`src/rtl/multdiv.sv`:
```
// Iterative 32-bit signed multiply/divide unit: radix-2 Booth multiply and
// restoring divide, one step per cycle, 32 cycles per operation.
module multdiv (
  input  logic        clock,
  input  logic        reset_n,
  input  logic [31:0] data_operandA,
  input  logic [31:0] data_operandB,
  input  logic        ctrl_MULT,
  input  logic        ctrl_DIV,
  output logic [31:0] data_result,
  output logic        data_exception,
  output logic        data_resultRDY,
  output logic        busy
);

  typedef enum logic [1:0] {IDLE = 2'd0, RUN = 2'd1, DONE = 2'd2} state_t;

  function automatic logic [31:0] mag32(input logic [31:0] v);
    mag32 = v[31] ? (~v + 32'd1) : v;
  endfunction

  state_t      state_r;
  logic [4:0]  cnt_r;
  logic        isDiv_r;
  logic        negQ_r;
  logic        divZero_r;
  logic        divOvf_r;
  logic [32:0] hi_r;
  logic [31:0] lo_r;
  logic        q1_r;
  logic [32:0] opX_r;

  logic        start_s;
  logic        startDiv_s;
  logic [32:0] sum_s;
  logic [32:0] remSh_s;
  logic [32:0] diff_s;
  logic        qBit_s;
  logic [32:0] hiN_s;
  logic [31:0] loN_s;
  logic        q1N_s;
  logic [31:0] quo_s;
  logic [31:0] finRes_s;
  logic        finExc_s;

  // Multiply wins when both start pulses arrive together.
  assign start_s    = ctrl_MULT | ctrl_DIV;
  assign startDiv_s = ctrl_DIV & ~ctrl_MULT;

  // One Booth step or one restoring-divide step on the working registers.
  always_comb begin
    sum_s   = hi_r;
    remSh_s = {hi_r[31:0], lo_r[31]};
    diff_s  = remSh_s - opX_r;
    qBit_s  = 1'b0;
    hiN_s   = hi_r;
    loN_s   = lo_r;
    q1N_s   = q1_r;
    if (isDiv_r) begin
      if (diff_s[32]) begin
        hiN_s  = remSh_s;
        qBit_s = 1'b0;
      end else begin
        hiN_s  = diff_s;
        qBit_s = 1'b1;
      end
      loN_s = {lo_r[30:0], qBit_s};
      q1N_s = 1'b0;
    end else begin
      case ({lo_r[0], q1_r})
        2'b01:   sum_s = hi_r + opX_r;
        2'b10:   sum_s = hi_r - opX_r;
        default: sum_s = hi_r;
      endcase
      hiN_s = {sum_s[32], sum_s[32:1]};
      loN_s = {sum_s[0], lo_r[31:1]};
      q1N_s = lo_r[0];
    end
  end

  // Final result and exception as seen after the last step.
  always_comb begin
    quo_s = negQ_r ? (~loN_s + 32'd1) : loN_s;
    if (isDiv_r) begin
      finRes_s = divZero_r ? 32'd0 : quo_s;
      finExc_s = divZero_r | divOvf_r;
    end else begin
      finRes_s = loN_s;
      finExc_s = (hiN_s[31:0] != {32{loN_s[31]}});
    end
  end

  // Control FSM, datapath registers and registered outputs.
  always_ff @(posedge clock or negedge reset_n) begin
    if (!reset_n) begin
      state_r        <= IDLE;
      cnt_r          <= 5'd0;
      isDiv_r        <= 1'b0;
      negQ_r         <= 1'b0;
      divZero_r      <= 1'b0;
      divOvf_r       <= 1'b0;
      hi_r           <= 33'd0;
      lo_r           <= 32'd0;
      q1_r           <= 1'b0;
      opX_r          <= 33'd0;
      data_result    <= 32'd0;
      data_exception <= 1'b0;
      data_resultRDY <= 1'b0;
      busy           <= 1'b0;
    end else if (start_s) begin
      // A start on the final step still completes the old op.
      if (state_r == RUN && cnt_r == 5'd31) begin
        data_result    <= finRes_s;
        data_exception <= finExc_s;
        data_resultRDY <= 1'b1;
      end else begin
        data_resultRDY <= 1'b0;
      end
      state_r   <= RUN;
      busy      <= 1'b1;
      cnt_r     <= 5'd0;
      isDiv_r   <= startDiv_s;
      negQ_r    <= data_operandA[31] ^ data_operandB[31];
      divZero_r <= (data_operandB == 32'd0);
      divOvf_r  <= (data_operandA == 32'h8000_0000) && (data_operandB == 32'hFFFF_FFFF);
      hi_r      <= 33'd0;
      q1_r      <= 1'b0;
      if (startDiv_s) begin
        lo_r  <= mag32(data_operandA);
        opX_r <= {1'b0, mag32(data_operandB)};
      end else begin
        lo_r  <= data_operandB;
        opX_r <= {data_operandA[31], data_operandA};
      end
    end else begin
      case (state_r)
        RUN: begin
          hi_r  <= hiN_s;
          lo_r  <= loN_s;
          q1_r  <= q1N_s;
          cnt_r <= cnt_r + 5'd1;
          if (cnt_r == 5'd31) begin
            data_result    <= finRes_s;
            data_exception <= finExc_s;
            data_resultRDY <= 1'b1;
            busy           <= 1'b0;
            state_r        <= DONE;
          end else begin
            data_resultRDY <= 1'b0;
            busy           <= 1'b1;
            state_r        <= RUN;
          end
        end
        DONE: begin
          data_resultRDY <= 1'b0;
          busy           <= 1'b0;
          state_r        <= IDLE;
        end
        default: begin
          data_resultRDY <= 1'b0;
          busy           <= 1'b0;
          state_r        <= IDLE;
        end
      endcase
    end
  end

endmodule

```
`config.mk`:
```
export PLATFORM = sky130hd
export DESIGN_NAME = multdiv
export DESIGN_NICKNAME = d
export VERILOG_FILES = /design/src/rtl/multdiv.sv
export SDC_FILE = /design/constraint.sdc
export NUM_CORES = 1
export LEC_CHECK = 0
export ABC_CLOCK_PERIOD_IN_PS = 4700
export CORE_MARGIN = 4
export CORE_UTILIZATION = 45
export DETAILED_ROUTE_END_ITERATION = 6
export GPL_ROUTABILITY_DRIVEN = 0
export PLACE_DENSITY = 0.66
export REMOVE_ABC_BUFFERS = 1
export SYNTH_ARGS = -nofsm -noshare
export SYNTH_HDL_FRONTEND = slang
export SYNTH_SLANG_ARGS = --single-unit
export TNS_END_PERCENT = 10
```
`constraint.sdc`:
```
create_clock -name clock -period 4.7 [get_ports clock]
set_clock_uncertainty 0.15 [all_clocks]
set_input_delay 0.94 -clock clock [delete_from_list [all_inputs] [get_ports clock]]
set_output_delay 0.94 -clock clock [all_outputs]
set_load 0.02 [all_outputs]
```
Yosys cells after proc, flatten, opt, wreduce, memory -nomap -nowiden
Index checks and enable logic that the tools add are counted.
{"block": "word_totals", "regBits": 145, "out_inout_bits": 35, "in_bits": 68}
{"block": "classes", "reduce_logical": 6, "bitwise": 8, "n_eq_ne": 8, "muxes": 40, "n_addsub": 7}
{"operator": "32-bit two-way mux", "count": 13}
{"operator": "33-bit two-way mux", "count": 5}
{"operator": "32-bit by 1-bit adder with 32-bit output (second input constant)", "count": 3}
{"operator": "32-bit inverter", "count": 3}
{"operator": "33-bit one-hot mux with 2 select lines", "count": 1}
{"operator": "33-bit subtractor", "count": 2}
{"operator": "32-bit == test (second input constant)", "count": 2}
{"operator": "33-bit adder", "count": 1}
{"operator": "32-bit logical NOT", "count": 1}
{"operator": "32-bit inequality test", "count": 1}
{"operator": "1-bit two-way mux", "count": 16}
{"operator": "5-bit two-way mux", "count": 2}
{"operator": "2-bit two-way mux", "count": 3}
{"operator": "5-bit by 1-bit adder with 5-bit output (second input constant)", "count": 1}
{"operator": "5-bit == test (second input constant)", "count": 1}
{"operator": "2-bit by 1-bit == test with 1-bit output (second input constant)", "count": 2}
{"operator": "2-bit nonzero test", "count": 2}
{"operator": "3-bit AND reduction", "count": 1}
{"operator": "2-bit == test (second input constant)", "count": 1}
{"operator": "1-bit logical AND", "count": 2}
{"operator": "2-bit by 1-bit inequality test with 1-bit output (second input constant)", "count": 1}
{"operator": "1-bit bitwise OR", "count": 2}
{"operator": "1-bit AND", "count": 1}
{"operator": "1-bit inverter", "count": 1}
{"operator": "1-bit bitwise XOR", "count": 1}

Depth between registers and ports, before layout
Gate-level depths: netlist (run 1).
{"block": "logic_depth", "depth_word": 11, "mapped_depth": 23}

Worst setup path after synthesis (run 1)
Ideal clock, no wire load.
{"block": "synth_timing", "kind": "reg2reg", "start": "register opX_r[11]", "end": "register data_exception", "period_less_slack_ps": 5063, "setup_slack_ps": -363, "setup_time_ps": 121, "n_path_buf": 2, "stages_incl_launch_ff": 23, "t_required_ps": 4429, "arrival_time_ps": 4792, "cell_sequence": "dfrtp_1 > or4_1 > nor3_1 > and3_1 > clkbuf_1 > nand3_1 > nor2_1 > a31oi_1 > xnor2_1 > ha_1 > clkbuf_1 > a21o_1 > a21o_1 > a21oi_1 > a21boi_1 > a31oi_1 > a311o_1 > nand3_1 > a32oi_1 > or3_1 > a2111oi_2 > o221ai_2 > a22o_1"}
{"block": "synth_between", "elab_chain_len": 8, "word_cells_on_any_way": 12}
{"item": "from (decl)", "line": "31", "text": "logic [32:0] opX_r;"}
{"item": "from (signal assigned)", "line": "130", "text": "opX_r <= {1'b0, mag32(data_operandB)};"}
{"item": "from (signal assigned)", "line": "133", "text": "opX_r <= {data_operandA[31], data_operandA};"}
{"item": "33-bit subtractor, or another cell as far along", "line": "72", "text": "2'b10: sum_s = hi_r - opX_r;"}
{"item": "33-bit one-hot mux with 2 select lines / 33-bit two-way mux (equally long branches)", "line": "70, 60"}
{"item": "33-bit two-way mux *", "line": "59", "text": "if (isDiv_r) begin"}
{"item": "32-bit inequality test *", "line": "89", "text": "finExc_s = (hiN_s[31:0] != {32{loN_s[31]}});"}
{"item": "1-bit two-way mux *", "line": "84", "text": "if (isDiv_r) begin"}
{"item": "1-bit two-way mux", "line": "142", "text": "if (cnt_r == 5'd31) begin"}
{"item": "1-bit two-way mux", "line": "136", "text": "case (state_r)"}
{"item": "1-bit two-way mux *", "line": "110", "text": "end else if (start_s) begin"}
{"item": "to (signal assigned)", "line": "114", "text": "data_exception <= finExc_s;"}
{"item": "to (signal assigned)", "line": "144", "text": "data_exception <= finExc_s;"}
{"item": "to (decl)", "line": "11", "text": "output logic data_exception,"}
Every way passes the cells marked *; elsewhere a longest branch is shown, timed or not. The select of a mux whose other input is x is not followed.
A chain may end at the register's enable or synchronous reset.

Worst setup path after layout (run 1)
{"block": "layout_timing", "start": "register opX_r[10]", "end": "register data_exception"}
Same word-level chain as after synthesis.

==> results of run 1 <==
## how the worst min path moves through the flow
stage	startpoint	to	slack, ns
finish	data_result[22]$_DFFE_PN0P_	data_result[22]$_DFFE_PN0P_	0.33
global route	data_result[22]$_DFFE_PN0P_	data_result[22]$_DFFE_PN0P_	0.36
CTS	data_result[22]$_DFFE_PN0P_	data_result[22]$_DFFE_PN0P_	0.34
detailed placement	data_result[22]$_DFFE_PN0P_	data_result[22]$_DFFE_PN0P_	0.32
global placement	data_result[22]$_DFFE_PN0P_	data_result[22]$_DFFE_PN0P_	0.32
floorplan	divZero_r$_DFFE_PN0N_	divZero_r$_DFFE_PN0N_	0.32
## sequential cells by signal, indices dropped and copies added (netlist names)
signal / cells
opX_r: 33
cnt_r: 5
q1_r: 1
lo_r: 32
data_result: 32
state_r: 2
negQ_r: 1
data_exception: 1
data_resultRDY: 1
isDiv_r: 1
divZero_r: 1
hi_r: 33
divOvf_r: 1
## placed cells by master (no fill, tap or decap), types with 7 or more instances in the layout
master,count
sky130_fd_sc_hd__buf_4,256
sky130_fd_sc_hd__nand2_1,229
sky130_fd_sc_hd__nor2_1,182
sky130_fd_sc_hd__a21oi_1,161
sky130_fd_sc_hd__dfrtp_1,143
sky130_fd_sc_hd__o21ai_0,128
sky130_fd_sc_hd__xnor2_1,99
sky130_fd_sc_hd__clkdlybuf4s50_1,99
sky130_fd_sc_hd__inv_1,72
sky130_fd_sc_hd__xor2_1,70
sky130_fd_sc_hd__ha_1,69
sky130_fd_sc_hd__mux2i_1,48
sky130_fd_sc_hd__nor3_1,45
sky130_fd_sc_hd__a211oi_1,34
sky130_fd_sc_hd__o31ai_1,31
sky130_fd_sc_hd__a31oi_1,29
sky130_fd_sc_hd__nand4_1,27
sky130_fd_sc_hd__nand3_1,27
sky130_fd_sc_hd__nand2b_1,27
sky130_fd_sc_hd__o21ai_1,26
sky130_fd_sc_hd__a21o_1,26
sky130_fd_sc_hd__a22o_1,26
sky130_fd_sc_hd__nor2b_1,25
sky130_fd_sc_hd__a221oi_1,22
sky130_fd_sc_hd__o211ai_1,18
sky130_fd_sc_hd__nor4_1,18
sky130_fd_sc_hd__or3_1,17
sky130_fd_sc_hd__clkbuf_16,17
sky130_fd_sc_hd__and2_1,13
sky130_fd_sc_hd__and3_1,12
sky130_fd_sc_hd__o41ai_1,11
sky130_fd_sc_hd__or4_1,11
sky130_fd_sc_hd__a21oi_2,9
sky130_fd_sc_hd__o21a_1,8
sky130_fd_sc_hd__or2_2,7
## metal layers
layer / wire [µm] / global-route usage, % / vias up / part of all wire [%]
li1: - / - / 7490 / -
met1: 22690 / 39.16 / 7519 / 44
met2: 23210 / 45.90 / 783 / 45
met3: 4080 / 4.349 / 146 / 7.9
met4: 1923 / 11.35 / 0 / 3.7
met5: 0 / 0 / - / 0
## worst max-delay path, delay by kind of cell, from the launching register on
kind / cells / cell delay (ns)
AOI/OAI and AO/OA: 8 / 1.48
xor gates and xnor gates: 2 / 0.49
adders and majority gates: 1 / 0.29
buffers and inverters: 1 / 0.11
DFF: 1 / 0.37
muxes: 1 / 0.29
and+or+nand+nor: 9 / 1.84
## timing repair
item | 4_1_cts | 5_1_grt
buffers inserted | 1 | 7
setup endpoints to repair | 5 | 15
hold buffers | 0 | 0
resized for setup | 20 | 36
pin swaps | 2 | 25
## cell families after synthesis
family	Yosys count	share of synthesized area [%]
AO/OA/AOI/OAI	604	26.99
XOR/XNOR	171	10.41
adder cells (fa/ha/maj)	74	6.508
buffers and inverters	183	5.019
flip-flops	144	24.92
multiplexers	56	3.929
AND/OR/NAND/NOR	682	22.22
## through the flow
| step | setup slack [ns] | util, % |
|---|---|---|
| floorplan | -1.091 | - |
| detailed placement | -0.5901 | 55.23 |
| global route | -0.6548 | 58.00 |
| CTS | -0.3139 | 57.39 |
| global placement | -0.4213 | 55.23 |
| finish | -0.4328 | 58.00 |
## final cells by class
type | instances | share of cell area [%]
clock buffers | 21 | 2.509
repair buffers | 361 | 16.35
flip-flops and latches | 144 | 19.66
inverters | 72 | 1.473
well taps | 402 | 2.741
clock inverters | 11 | 0.6887
multi-input cells | 1587 | 56.58
## Yosys cell counts, types with 6 or more instances
| cell | n | area, µm² |
|---|---|---|
| sky130_fd_sc_hd__nor2_1 | 185 | 694.4 |
| sky130_fd_sc_hd__and2_1 | 13 | 81.33 |
| sky130_fd_sc_hd__ha_1 | 72 | 900.9 |
| sky130_fd_sc_hd__and3_1 | 14 | 87.58 |
| sky130_fd_sc_hd__mux2_2 | 6 | 67.56 |
| sky130_fd_sc_hd__o31ai_1 | 31 | 232.7 |
| sky130_fd_sc_hd__a21o_1 | 26 | 195.2 |
| sky130_fd_sc_hd__a21oi_1 | 170 | 850.8 |
| sky130_fd_sc_hd__nand3_1 | 29 | 145.1 |
| sky130_fd_sc_hd__xor2_1 | 70 | 613.1 |
| sky130_fd_sc_hd__nor2b_1 | 26 | 162.7 |
| sky130_fd_sc_hd__xnor2_1 | 100 | 875.8 |
| sky130_fd_sc_hd__a221oi_1 | 23 | 201.4 |
| sky130_fd_sc_hd__a31oi_1 | 29 | 181.4 |
| sky130_fd_sc_hd__nor3_1 | 48 | 240.2 |
| sky130_fd_sc_hd__nand4_1 | 27 | 168.9 |
| sky130_fd_sc_hd__or2_2 | 7 | 43.79 |
| sky130_fd_sc_hd__o21ai_1 | 23 | 115.1 |
| sky130_fd_sc_hd__o211ai_1 | 18 | 135.1 |
| sky130_fd_sc_hd__a22o_1 | 26 | 227.7 |
| sky130_fd_sc_hd__nand2_1 | 231 | 867.1 |
| sky130_fd_sc_hd__inv_1 | 72 | 270.3 |
| sky130_fd_sc_hd__a211oi_1 | 36 | 270.3 |
| sky130_fd_sc_hd__o41ai_1 | 11 | 96.34 |
| sky130_fd_sc_hd__a22oi_1 | 6 | 45.04 |
| sky130_fd_sc_hd__nand2b_1 | 28 | 175.2 |
| sky130_fd_sc_hd__o21a_1 | 9 | 67.56 |
| sky130_fd_sc_hd__buf_1 | 13 | 48.80 |
| sky130_fd_sc_hd__o21ai_0 | 134 | 670.6 |
| sky130_fd_sc_hd__nor4_1 | 19 | 118.9 |
| sky130_fd_sc_hd__dfrtp_1 | 144 | 3603 |
| sky130_fd_sc_hd__or4_1 | 12 | 90.09 |
| sky130_fd_sc_hd__a21boi_0 | 6 | 45.04 |
| sky130_fd_sc_hd__clkbuf_1 | 88 | 330.3 |
| sky130_fd_sc_hd__mux2i_1 | 50 | 500.5 |
| sky130_fd_sc_hd__or3_1 | 20 | 125.1 |
## report_power, final
part | leakage, nW | internal, W | total (W) | switching [W]
combinational | 5.86 | 0.00120 | 0.00269 | 0.00149
sequential | 1.85 | 0.00132 | 0.00143 | 0.000108
clock | 0.289 | 0.000816 | 0.00139 | 0.000578
==> qor.yml, run 1 <==
hold_viol: 0
setup_tns_ns: -0.5949
postPlaceCellArea_mm2: 0.01747
post_synth_inst_count: 1914
grt_first_pass_wirelength_um: 83120
core_mm2: 0.03164
worst_path_largest_cell_delay_ns: 0.56
drv_cap: 0
area_growth_pct: 26.91
regToRegStartpoint: "opX_r[10]$_DFFE_PN0N_"
worst_r2r_path_depth: 22
first_pass_iters: 6
violated_checks: "negative setup slack"
routed-via-count: 15940
postSynthAreaPerCell_um2: 7.554
footprint_of_the_multi_input_gates_mm2: 0.01038
cts_made_buffers: 17
netlist-cell-type-count: 84
drtAntennaViolNets: 0
synth-edff-count: 0
grt_antenna_before_repair: 0
nFillCells: 2831
clock-root-buffer: "sky130_fd_sc_hd__clkbuf_16"
cts_htree_levels: 4
cp-startpoint: "opX_r[10]$_DFFE_PN0N_"
cp_max_fo: 4
non_filler_instance_count_after_layout: 2598
placementRows: 65
yosys_warnings: 0
floorplan.initialDensity_pct: 45.70
gr-usage-all-layers_pct: 28.71
ys.flop_type: "sky130_fd_sc_hd__dfrtp_1"
r2r_end: "data_exception$_DFFE_PN0P_"
port-buffer-count: 102
finalSetupViolations: 3
post_dr_vias_cell: 6.135
slew_viol_final: 0
yosys_register_bits: 144
reg2reg_setup_slack_ns: -0.43
cp_slowest_cell: "sky130_fd_sc_hd__or4_4"
ioPinCount: 103
cp_data_required_time_ns: 4.87
ys_async_sr_fraction_pct: 100.0
power-per-cell-area_mw_per_mm2: 300.7
unrepaired_setup_endpoints_after_global_routing: "true"
tritoncts: "built"
diodes: 0
setup.worst_path.class: "register to register"
synthesis.area_mm2: 0.01446
fraction_of_the_cycle_the_final_worst_path_needs_pct: 109.2
die_width_um: 187.2
clock_latency_ns: 0.43
vdd_drop_max_mv: 0.2599
drt_wl_total_um: 51910
power_w: 0.005518
leakage_nw: 8.002
timing.hold.worst.class: "register to register"
dpl.cell_count: 2558
critical_path.endpoint_type: "register"
max_clock_freq_mhz: 194.8
floorplan.die_area_mm2: 0.03506
outcome: "finished with violations"
post_route_cells_drive_above_1_share_pct: 16.71
sequential_cell_area_mm2: 0.003607
design_area_mm2: 0.01835
die_height_um: 187.2
clk_pin_slew_worst_paths_ns: 0.07
crit_path_cell_trace: "or4_4 > nor3_4 > and3_4 > nand3_4 > nor2_4 > buf_6 > nand2_4 > nor3_2 > nor2_1 > xnor2_1 > ha_1 > a21o_1 > a21oi_2 > o21ai_2 > or3_1 > o22ai_2 > mux2i_2 > xor2_1 > o2111ai_2 > a2111oi_4 > o221ai_2 > a22o_1"
design.final.nets: 2325
worst_setup_path_endpoint: "data_exception$_DFFE_PN0P_"
largest_net_degree_at_the_start_of_global_routing: 98
min_path_cells: 2
worstMarginPinSlew_ns: 1.203
initial_detailed_routing_violation_count: 1820
yosysSeqAreaShare_pct: 24.92
hpwl_um: 39380
ctsLongestPathBuffers: 2
final.min_clock_period_ns: 5.133
first_global_vias: 15790
setup_slack_ns: -0.4328
critical_path.startpoint_type: "register"
holdWs_ns: 0.3318
slew_headroom_pct: 19.53
detailed_route_drc_error_count: 0
wire_per_inst_um: 19.98
critPathArrivalTime_ns: 5.30
grt_remaining_overflow: 0
cts_sinks: 144
No activity file was read; power rests on OpenSTA's default activity.
==> run 2, diff against run 1 <==
--- a/config.mk
+++ b/config.mk
@@ -8,6 +8,7 @@
 export ABC_CLOCK_PERIOD_IN_PS = 4700
 export CORE_MARGIN = 4
 export CORE_UTILIZATION = 45
+export CTS_BUF_LIST = sky130_fd_sc_hd__clkbuf_4 sky130_fd_sc_hd__clkbuf_8
 export DETAILED_ROUTE_END_ITERATION = 6
 export GPL_ROUTABILITY_DRIVEN = 0
 export PLACE_DENSITY = 0.66
==> run 2 against run 1 <==
Compared with the run above:
- worst setup slack better by 0.014 ns
- the flow finishes with violations (design-rule violations, negative setup slack)
- cell area is 1.4% lower
- via count is 0.49% lower
- global-route usage is 0.055 points lower
- count of clock-buffer cells in the layout stayed put
- cell count is 0.12% lower
- critical path depth stayed put
- maximum frequency is 0.28% higher
- combinational power hardly changed
- sequential power hardly changed
==> qor.yml, run 2 (synthesis gave the netlist of run 1 again) <==
floorplan.initialDensity_pct: 45.70  # unchanged
grt_first_pass_wirelength_um: 82810  # was 83,120 µm
post_route_cells_drive_above_1_share_pct: 16.28  # was 16.71%
setup_tns_ns: -0.5732  # was -0.5949 ns
worstMarginPinSlew_ns: 1.189  # was 1.203 ns
hpwl_um: 39380  # unchanged
cts_htree_levels: 4  # unchanged
setup.worst_path.class: "register to register"  # unchanged
hp-start: "data_result[22]$_DFFE_PN0P_"  # unchanged
critical_path.endpoint_type: "register"  # unchanged
ctsLongestPathBuffers: 2  # unchanged
critPathArrivalTime_ns: 5.34  # was 5.30 ns
cp_data_required_time_ns: 4.92  # was 4.87 ns
slew_viol_final: 0  # unchanged
worst_r2r_path_depth: 22  # unchanged
clk_pin_slew_worst_paths_ns: 0.09  # was 0.07 ns
holdPathEnd: "data_result[22]$_DFFE_PN0P_"  # unchanged
largestRegisters: "hi_r: 33 flops, opX_r: 33 flops"  # unchanged
vdd_drop_max_mv: 0.1861  # was 0.2599 mV
r2r_end: "data_exception$_DFFE_PN0P_"  # unchanged
area_growth_pct: 25.14  # was 26.91%
largest_net_degree_at_the_start_of_global_routing: 98  # unchanged
ioPinCount: 103  # unchanged
setup_slack_ns: -0.4186  # was -0.4328 ns
max_clock_freq_mhz: 195.4  # was 194.8 MHz
tritoncts: "built"  # unchanged
dp_slack_ns: -0.5901  # unchanged
final.min_clock_period_ns: 5.119  # was 5.133 ns
routed-via-count: 15860  # was 15,940
fraction_of_the_cycle_the_final_worst_path_needs_pct: 108.9  # was 109.2%
clock_latency_ns: 0.47  # was 0.43 ns
hold_viol: 0  # unchanged
power-per-cell-area_mw_per_mm2: 284.7  # was 300.7 mW/mm²
reg2reg_setup_slack_ns: -0.42  # was -0.43 ns
die_width_um: 187.2  # unchanged
unrepaired_setup_endpoints_after_global_routing: "true"  # unchanged
initial_detailed_routing_violation_count: 1850  # was 1,820
worst_path_largest_cell_delay_ns: 0.56  # about the same
outcome: "finished with violations"  # unchanged
core_mm2: 0.03164  # unchanged
violated_checks: "design-rule violations, negative setup slack"  # was negative setup slack
first_pass_iters: 7  # was 6
cp_slowest_cell: "sky130_fd_sc_hd__or4_4"  # unchanged
port-buffer-count: 102  # unchanged
detailed_route_drc_error_count: 2  # was 0
grt_antenna_before_repair: 0  # unchanged
nFillCells: 2874  # was 2,831
slew_headroom_pct: 20.41  # was 19.53%
leakage_nw: 7.893  # was 8.002 nW
finalSetupViolations: 3  # unchanged
drv_cap: 0  # unchanged
design.final.nets: 2322  # was 2,325
cts_made_buffers: 17  # unchanged
crit_path_cell_trace: "or4_4 > nor3_4 > and3_4 > nand3_4 > nor2_4 > buf_6 > nand2_4 > nor3_2 > nor2_1 > xnor2_1 > ha_1 > a21o_1 > a21oi_2 > o21ai_2 > or3_1 > o22ai_2 > mux2i_2 > xor2_1 > o2111ai_2 > a2111oi_4 > o221ai_2 > a22o_1"  # unchanged
power_w: 0.005150  # was 0.005518 W
first_global_vias: 15680  # was 15,790
clock-root-buffer: "sky130_fd_sc_hd__clkbuf_8"  # was sky130_fd_sc_hd__clkbuf_16
post_cts_hold_buffer_count: 0  # unchanged
fin_util_pct: 57.19  # was 58.00%
floorplan.die_area_mm2: 0.03506  # unchanged
critical_path.startpoint_type: "register"  # unchanged
gr-usage-all-layers_pct: 28.65  # was 28.71%
diodes: 0  # unchanged
grt_remaining_overflow: 0  # unchanged
timing.hold.worst.class: "register to register"  # unchanged
drtAntennaViolNets: 0  # unchanged
post_dr_vias_cell: 6.112  # was 6.135
cp_max_fo: 4  # unchanged
wire_per_inst_um: 19.88  # was 19.98 µm
regToRegStartpoint: "opX_r[9]$_DFFE_PN0N_"  # was opX_r[10]$_DFFE_PN0N_
placementRows: 65  # unchanged
layout_common_cells: "253 x sky130_fd_sc_hd__buf_4, 229 x sky130_fd_sc_hd__nand2_1, 182 x sky130_fd_sc_hd__nor2_1"  # was 256 x sky130_fd_sc_hd__buf_4, 229 x sky130_fd_sc_hd__nand2_1, 182 x sky130_fd_sc_hd__nor2_1
die_height_um: 187.2  # unchanged
holdWs_ns: 0.3377  # was 0.3318 ns
final_common_cell: "sky130_fd_sc_hd__buf_4"  # unchanged
cts_sinks: 144  # unchanged
min_path_cells: 2  # unchanged
drt_wl_total_um: 51590  # was 51,910 µm
run 2: how the worst max path moves through the flow:
stage	from	to	slack (ns)	cells past startpoint
after detailed placement	opX_r[11]$_DFFE_PN0N_	data_exception$_DFFE_PN0P_	-0.59	21
after global routing	opX_r[9]$_DFFE_PN0N_	data_exception$_DFFE_PN0P_	-0.66	22
after global placement	opX_r[11]$_DFFE_PN0N_	data_exception$_DFFE_PN0P_	-0.42	19
after floorplan	isDiv_r$_DFFE_PN0N_	data_exception$_DFFE_PN0P_	-1.09	9
final	opX_r[9]$_DFFE_PN0N_	data_exception$_DFFE_PN0P_	-0.42	22
after CTS	opX_r[11]$_DFFE_PN0N_	data_exception$_DFFE_PN0P_	-0.31	21
run 2: per-layer routing:
layer  up-vias  track usage, %  routed length, µm
met3       130           4.050               4107
met1      7453           39.31              22500
met2       799           45.78              23160
met5         -               0                  0
met4         0           11.29               1819
li1       7478               -                  -
run 2: layout make-up:
class	instances	area, µm²	area share, %
Multi-Input combinational cell	1587	10330	57.10
Sequential cell	144	3607	19.94
Timing Repair Buffer	358	2978	16.46
Tap cell	402	503.0	2.780
Clock buffer	21	276.5	1.528
Inverter	72	270.3	1.494
Clock inverter	11	126.4	0.6985
run 2: power by group:
| part | internal [W] | switching, W |
|---|---|---|
| Sequential | 0.00132 | 0.000109 |
| Combinational | 0.00119 | 0.00147 |
| Clock | 0.000517 | 0.000541 |
run 2: critical path: cells and delay by family (launching register included):
kind            cells  cell delay [ns]
compound gates      8             1.47
xor+xnor            2             0.49
fa+ha+maj           1             0.29
buf+inv             1             0.11
flops               1             0.38
mux                 1             0.29
simple gates        9             1.86
run 2: stage by stage:
step | std cells | area, µm²
2_1_floorplan | 1803 | 14000
3_3_place_gp | 2558 | 17470
3_5_place_dp | 2558 | 17470
4_1_cts | 2591 | 17970
5_1_grt | 2595 | 18090
6_report | 2595 | 18090
run 2: repair_timing:
| item | in CTS | in global routing |
|---|---|---|
| pin swaps | 2 | 21 |
| resized for setup | 20 | 25 |
| setup buffers | 1 | 4 |
| endpoints found under the setup margin | 4 | 14 |
| endpoints found under the hold margin | 0 | 0 |
